==> config.mk <==
export PLATFORM = sky130hd
export DESIGN_NAME = seg_refresh_driver
export DESIGN_NICKNAME = d
export VERILOG_FILES = /design/src/rtl/seg_refresh_driver.sv
export SDC_FILE = /design/constraint.sdc
export NUM_CORES = 1
export LEC_CHECK = 0
export CAP_MARGIN = 5
export CORE_AREA = 5 5 79 81
export CTS_BUF_LIST = sky130_fd_sc_hd__clkbuf_16
export CTS_CLUSTER_DIAMETER = 40
export DETAILED_ROUTE_END_ITERATION = 8
export DIE_AREA = 0 0 84 86
export PLACE_DENSITY = 0.49
export SYNTH_ARGS = -nofsm -noshare
export SYNTH_HDL_FRONTEND = slang
export SYNTH_SLANG_ARGS = --single-unit
==> constraint.sdc <==
create_clock -name clk -period 3.67 [get_ports clk]
set_input_delay 0.5505 -clock clk [delete_from_list [all_inputs] [get_ports clk]]
set_output_delay 0.5505 -clock clk [all_outputs]
set_load 0.05 [all_outputs]
==> src/rtl/seg_refresh_driver.sv <==
// Multiplexed 4-digit 7-segment refresh driver: prescaled down-counting phase q, registered anodes and segments.
// Optional macro BLANK_EN inserts one dark phase at the start of each digit group to suppress ghosting.
module seg_refresh_driver #(
  parameter int unsigned REFRESH_DIV = 50000
) (
  input  logic       clk,
  input  logic       reset,
  input  logic [3:0] char_in,
  output logic [3:0] q,
  output logic [3:0] an,
  output logic [6:0] seg,
  output logic       dp
);

  localparam logic [15:0] PRE_LAST = 16'(REFRESH_DIV - 1);

  logic [15:0] pre_q, pre_d;
  logic [3:0]  q_q, q_d;
  logic [3:0]  an_q, an_d;
  logic [6:0]  seg_q, seg_d;
  logic        tick;

  function automatic logic [6:0] decode(input logic [3:0] code);
    logic [6:0] s;
    s = 7'b1111111;
    case (code)
      4'd0:  s = 7'b1001111;
      4'd1:  s = 7'b1100010;
      4'd2:  s = 7'b0011000;
      4'd3:  s = 7'b1111010;
      4'd4:  s = 7'b1100010;
      4'd5:  s = 7'b1000111;
      4'd6:  s = 7'b0010000;
      4'd7:  s = 7'b1110010;
      4'd8:  s = 7'b1110000;
      4'd10: s = 7'b0000001;
      4'd13: s = 7'b1111110;
      4'd15: s = 7'b0000110;
      default: s = 7'b0010010;
    endcase
    return s;
  endfunction

  always_comb begin
    tick  = (pre_q == PRE_LAST);
    pre_d = tick ? 16'd0 : pre_q + 16'd1;
    q_d   = tick ? q_q - 4'd1 : q_q;
    // q counts down, so each group starts at q[1:0]==0 and runs q, q-1, q-2, q-3
    case (q_q)
      4'd0, 4'd13, 4'd14, 4'd15: an_d = 4'b0111;
      4'd9, 4'd10, 4'd11, 4'd12: an_d = 4'b1011;
      4'd5, 4'd6, 4'd7, 4'd8:    an_d = 4'b1101;
      default:                   an_d = 4'b1110;
    endcase
    seg_d = decode(char_in);
`ifdef BLANK_EN
    if (q_q[1:0] == 2'b00) begin
      an_d  = 4'b1111;
      seg_d = 7'b1111111;
    end
`endif
  end

  always_ff @(posedge clk or posedge reset) begin
    if (reset) begin
      pre_q <= 16'd0;
      q_q   <= 4'b1111;
      an_q  <= 4'b1111;
      seg_q <= 7'b1111111;
    end else begin
      pre_q <= pre_d;
      q_q   <= q_d;
      an_q  <= an_d;
      seg_q <= seg_d;
    end
  end

  assign q   = q_q;
  assign an  = an_q;
  assign seg = seg_q;
  assign dp  = 1'b1;

endmodule

# Yosys cells after proc, flatten, opt, wreduce, memory -nomap -nowiden
# Memories as Yosys holds them, arrays and structs flattened. A register that Yosys moved wholly into a read port is not among the register bits.
# Cells that the tools add are included.
# word_totals
register_bits	20
mem_bits_ro	176
out_inout_bits	16
word_cells	8
memories	2
# memory_table
name	words	width	read_ports	rd_ports_with_merged_regs	wr	line	rtl
(no name shown)	16	7	1	1	0	26	case (code)
(no name shown)	16	4	1	1	0	49	case (q_q)
# op_classes
addsub	2
n_eq_ne	1
n_mux	1
# ops
cell	n
16-bit by 1-bit adder with 16-bit output, second input constant	1
16-bit equality test, second input constant	1
16-bit 2-to-1 mux	1
4-bit by 1-bit subtractor with 4-bit output, second input constant	1

# Depth between registers and ports, before layout
# Gate-level depths: netlist of the first run.
# depth
ltp_word	2
ltp_mapped	6

# Worst setup path before layout of the first run
# OpenSTA, ideal clock, no wires.
# synth_path
path_type	reg2reg
from	register q_q[0], in the netlist q[0]
to	register q_q[2], in the netlist q[2]
setup_time_ns	0.079
arrival_ns	1.458
required_ns	3.591
setup_slack_ns	2.133
stages_incl_launch_ff	5
period_less_slack_ns	1.537
cell_sequence	dfstp_2 -> inv_1 -> ha_1 -> ha_1 -> o21ai_0
# synth_via
elab_chain_cells	1
# synth_rtl
element	line	rtl
from (decl)	18	logic [3:0] q_q, q_d;
from (signal assigned)	72	q_q <= q_d;
4-bit by 1-bit subtractor with 4-bit output	47	q_d = tick ? q_q - 4'd1 : q_q;
# No other way between the ends.
# A chain may end at the register's enable or synchronous reset.

# Worst setup path after layout of the first run
# layout_path
from	register q_q[3], in the netlist q[3]
to	output q[3]
# layout_rtl
element	line	rtl
to (decl)	9	output logic [3:0] q,
# No word-level cell between the ends.

==> results.toml, run 1 <==
[floorplanning]
die_area_um2 = 7220
initial_core_util_pct = 28.8
core_area_um2 = 5410
ios = 22
chipWidth_um = 84
rows = 27
die_h_um = 86

[route]
routed_wirelength_um = 2780
avgViaCountPerCell = 4.45
vias = 1024
dr.pass1.iters = 4
routedWlPerCell_um = 12.1
post-route-drc-count = 0
drt-initial-drc-count = 55
antenna_left = 0

[synthesis]
synth_nets = 149
avgSynthCellArea_um2 = 11.5
synth_top_cell_by_area = "dfrtp_1"
netlist_area_um2 = 1560
ys_ff_latch = 31
synth_area_leaders = "dfrtp_1 26%, dfstp_2 25%, ha_1 6.4%"
synth_top_area_share_pct = 25.7
yosysWarnings = 0
async_reset_ff_share_pct = 100
synthDistinctLibCells = 39
synth_ff_type = "dfrtp_1"
ys_seq_area_share_pct = 51.0
synth-edff-count = 0
syn_inst = 135

[job]
cap_violations = 0

[setup_path]
start_kind = "flop"
critPathBufInv = 1
worst-r2r-setup-slack_ns = 2.05
critical_path_class = "flop to output pin"
rr_worst_depth = 5
worstPathMaxFanout = 6
crit_cells = 1
cpMaxStageDelayCell = "clkdlybuf4s50_1"
r2r-end = "pre_q[14]$_DFF_PP0_"
critical-path-top-delay-family = "buffers and inverters"
slowest_delay_ns = 0.82
arrival_ns = 1.68
cp_cell_sequence = "clkdlybuf4s50_1"
timing.rr.start = "pre_q[0]$_DFF_PP0_"
startpoint = "q[3]$_DFFE_PP1N_"
worst_setup_path_end_kind = "output pin"
cp.required_ns = 3.12
crit_end = "q[3]"

[clock_network]
cts.clk_slew.worst_paths_ns = 0.05
clock_latency_ns = 0.27
cts_setup_buffers = 0
clockRootBuffer = "clkbuf_16"
cts_tree = "yes"
htree_levels = 2
cts_hold_buf = 0
clock_sinks = 31
clk_path_buf_depth = 2
cts_resized = 0
cts_buffers = 5

[final_layout]
drive_gt1_share_pct = 20.3
nets = 171
syn2layout_area_growth_pct = 25.8
n_antenna_cell = 0
final_cells = 230

[global_route]
grt_antenna_before_repair = 0
grt_pass1_vias = 1033
grt_pass1_wl_um = 4850
grt_max_degree = 26
overflow = 0
grt_usage_pct = 8.58

[pwr]
p_per_area_nw_per_um2 = 407
p_total_mw = 0.798
ir_worst_vdd_mv = 0.202
power_leakage_nw = 0.824

[place]
port_buffers = 20
dpl_worst_slack_ns = 1.56
place_hpwl_um = 2110
place_inst = 222
gp_congestion = 0.840

[sta]
finClkSkew_ns = 0.00374
layout_setup_ws_ns = 1.44
tns_ns = 0
tightestPinTransition_ns = 0.932
setup_viol = 0
hold_viol_final = 0
slew_viol_final = 0
final.period_utilization_pct = 60.8
final_period_minus_worst_setup_slack_ns = 2.23
max_freq_mhz = 448
rsz0062_at_grt = "no"
maxSlewHeadroom_pct = 37.8

[outcome]
status = "completed"

[worst_hold_path]
hold_class = "flop to flop"
-- layout by cell type (no fill, tap or decap), types with 2 or more instances in the layout --
cell and instances:
o21ai_0 4, mux2i_1 5, clkbuf_16 5, nand3_1 7
dfrtp_1 16, a21oi_1 3, nor2b_1 2, and4_2 2
clkdlybuf4s50_1 20, clkinv_1 2, a31oi_1 2, nand4_1 4
nor2_1 10, xnor2_1 7, xor2_1 7, ha_1 8
nand2b_1 2, dfstp_2 15, nand2_1 8, inv_1 10
-- synthesized netlist by cell type, drive strengths merged, types with 3 or more instances --
| cell type | number |
|---|---|
| inv | 9 |
| ha | 8 |
| dfrtp | 16 |
| nor4 | 3 |
| xor2 | 7 |
| mux2i | 5 |
| xnor2 | 7 |
| nor2 | 10 |
| o21ai | 4 |
| a21oi | 3 |
| dfstp | 15 |
| and4 | 3 |
| nand3 | 7 |
| nand4 | 6 |
| buf | 4 |
| nand2 | 9 |
-- logic make-up after synthesis --
family / after synthesis / synth area share (%)
and+or+nand+nor: 49 / 21.5
DFF: 31 / 51.0
buffers and inverters: 15 / 4.17
xor gates and xnor gates: 14 / 7.87
AOI/OAI and AO/OA: 11 / 4.17
adders and majority gates: 8 / 6.42
muxes: 6 / 4.65
other: 1 / 0.241
-- layout make-up --
class	instances	area [µm²]
Fill cell	532	3440
Sequential cell	31	795
Multi-Input combinational cell	89	699
Timing Repair Buffer	21	208
Clock buffer	5	125
Tap cell	72	90.1
Inverter	9	33.8
Clock inverter	3	11.3
-- stage by stage --
step                hold WS, ns  cell area (µm²)  utilization, %
floorplan                 0.463             1560               -
global placement          0.483             1830            33.8
detailed placement        0.488             1830            33.8
CTS                       0.500             1960            36.3
global route              0.516             1960            36.3
finish                    0.494             1960            36.3
-- flip-flops by register name, indices dropped and copies added (netlist names) --
signal / cells
seg: 7
an: 4
pre_q: 16
q: 4
-- worst min path at each step --
stage | from | end | slack (ns) | depth (start not counted)
CTS | q[3]$_DFFE_PP1N_ | an[2]$_DFF_PP1_ | 0.50 | 1
global route | q[3]$_DFFE_PP1N_ | an[2]$_DFF_PP1_ | 0.52 | 1
detailed placement | q[3]$_DFFE_PP1N_ | an[2]$_DFF_PP1_ | 0.49 | 1
global placement | q[3]$_DFFE_PP1N_ | an[2]$_DFF_PP1_ | 0.48 | 1
finish | q[3]$_DFFE_PP1N_ | an[2]$_DFF_PP1_ | 0.49 | 1
floorplan | pre_q[0]$_DFF_PP0_ | pre_q[0]$_DFF_PP0_ | 0.46 | 1
-- where the power goes --
part	total (mW)	switching (mW)	internal, mW
combinational	0.0704	0.0465	0.0239
sequential	0.356	0.00197	0.354
clock	0.372	0.129	0.243
total	0.798	0.178	0.621
-- layer usage --
metal | GRT usage, % | vias up | wire length, µm
met5 | 0 | - | 0
met4 | 4.82 | 0 | 52
met3 | 3.07 | 4 | 134
met2 | 14.3 | 22 | 1400
met1 | 9.52 | 489 | 1190
li1 | - | 509 | -
Note: power is estimated with default switching activity, not from simulation.
==> run 2: changes to the inputs <==
Clock period 3.67 ns to 2.1 ns, I/O delays scaled along.
==> run 2 against run 1 <==
Net effect: routed wire length up 1.4%; sequential share of layout area down 1.3 points; utilization rose by 1.2 points; global-route usage up 0.29 points; total power grew 110%; register-to-register slack worse by 1.5 ns; highest routed layer unchanged; clock-buffer cell count unchanged.
==> results.toml, run 2 (same netlist as run 1, synthesis figures left out) <==
[outcome]
status = "completed"

[setup_path]
r2r-end = "pre_q[14]$_DFF_PP0_"
worstPathMaxFanout = 6
arrival_ns = 1.69
cp_cell_sequence = "clkdlybuf4s50_1"
cp.required_ns = 1.78
critical_path_class = "flop to output pin"
worst-r2r-setup-slack_ns = 0.51
rr_worst_depth = 5
slowest_delay_ns = 0.82
timing.rr.start = "pre_q[0]$_DFF_PP0_"
cpMaxStageDelayCell = "clkdlybuf4s50_1"
critPathBufInv = 1
worst_setup_path_end_kind = "output pin"
start_kind = "flop"
critical-path-top-delay-family = "buffers and inverters"
crit_cells = 1

[sta]
slew_viol_final = 0
layout_setup_ws_ns = 0.0936
finClkSkew_ns = 0.00312
maxSlewHeadroom_pct = 66.4
final_period_minus_worst_setup_slack_ns = 2.01
final.period_utilization_pct = 95.5
setup_viol = 0
max_freq_mhz = 498
hold_viol_final = 0
hold_ws_ns = 0.503
tightestPinTransition_ns = 0.502
tns_ns = 0
rsz0062_at_grt = "no"

[pwr]
power_leakage_nw = 0.854
p_total_mw = 1.67
ir_worst_vdd_mv = 0.350
p_per_area_nw_per_um2 = 822

[clock_network]
clock_latency_ns = 0.28
cts_resized = 0
cts_setup_buffers = 0
cts_buffers = 5
cts_hold_buf = 0
cts_tree = "yes"
cts.clk_slew.worst_paths_ns = 0.05
clockRootBuffer = "clkbuf_16"
clk_path_buf_depth = 2
clock_sinks = 31
htree_levels = 2

[route]
antenna_left = 0
drt-initial-drc-count = 58
highest_layer = "met4"
routed-wl-met2_um = 1380
routed_wirelength_um = 2810
routedWlPerCell_um = 12.2
dr.pass1.iters = 4
avgViaCountPerCell = 4.46
met3_length_um = 138
post-route-drc-count = 0
vias = 1026
m1WireLength_um = 1190

[final_layout]
nFillCells = 539
layout_commonest_cell = "clkdlybuf4s50_1"
n_antenna_cell = 0
drive_gt1_share_pct = 21.5
regMostFlops = "pre_q"
nets = 171
largest_reg_flops = 16
fin_util_pct = 37.5
final_cell_mix = "20 x clkdlybuf4s50_1, 16 x dfrtp_1, 15 x dfstp_2"
syn2layout_area_growth_pct = 30.0
design_area_um2 = 2030
final_cells = 230

[global_route]
grt_max_degree = 25
grt_pass1_vias = 1073
grt_pass1_wl_um = 4910
grt_antenna_before_repair = 0
grt_usage_pct = 8.88
overflow = 0

[place]
place_inst = 222
dpl_worst_slack_ns = 0.239
gp_congestion = 0.809
place_area_um2 = 1840
place_hpwl_um = 2040
port_buffers = 20

[floorplanning]
initial_core_util_pct = 28.8
core_area_um2 = 5410
die_h_um = 86
ios = 22
chipWidth_um = 84
rows = 27
die_area_um2 = 7220

[job]
cap_violations = 0

[worst_hold_path]
hold_depth = 1
hold_class = "flop to flop"
hp-start = "pre_q[0]$_DFF_PP0_"
holdPathEnd = "pre_q[0]$_DFF_PP0_"
==> run 2: final cells by class <==
type	instances	area (µm²)	area share (%)
sequential	31	795	39.2
clock buffer	5	125	6.17
tap	72	90.1	4.44
multi-input combinational	89	699	34.5
timing repair buffer	21	220	10.9
clock inverter	3	63.8	3.15
inverter	9	33.8	1.67
==> run 2: worst max-delay path by stage <==
stage	start	to	slack, ns
after global routing	q[3]$_DFFE_PP1N_	q[3]	0.06
final	q[3]$_DFFE_PP1N_	q[3]	0.09
after floorplan	q[0]$_DFFE_PP1N_	q[2]$_DFFE_PP1N_	0.56
after detailed placement	char_in[0]	seg[5]$_DFF_PP1_	0.24
after CTS	q[3]$_DFFE_PP1N_	q[3]	0.08
after global placement	char_in[0]	seg[5]$_DFF_PP1_	0.32
==> run 2: report_power, final <==
group / internal (mW) / switching, mW / total (mW)
clock network: 0.674 / 0.243 / 0.917
registers: 0.619 / 0.00374 / 0.622
logic: 0.0444 / 0.0820 / 0.126
total: 1.34 / 0.329 / 1.67
==> run 2: metal layers <==
| layer | vias to the layer above | global-route usage (%) |
|---|---|---|
| met1 | 481 | 9.38 |
| li1 | 509 | - |
| met2 | 28 | 14.8 |
| met3 | 8 | 2.69 |
| met4 | 0 | 7.02 |
| met5 | - | 0 |
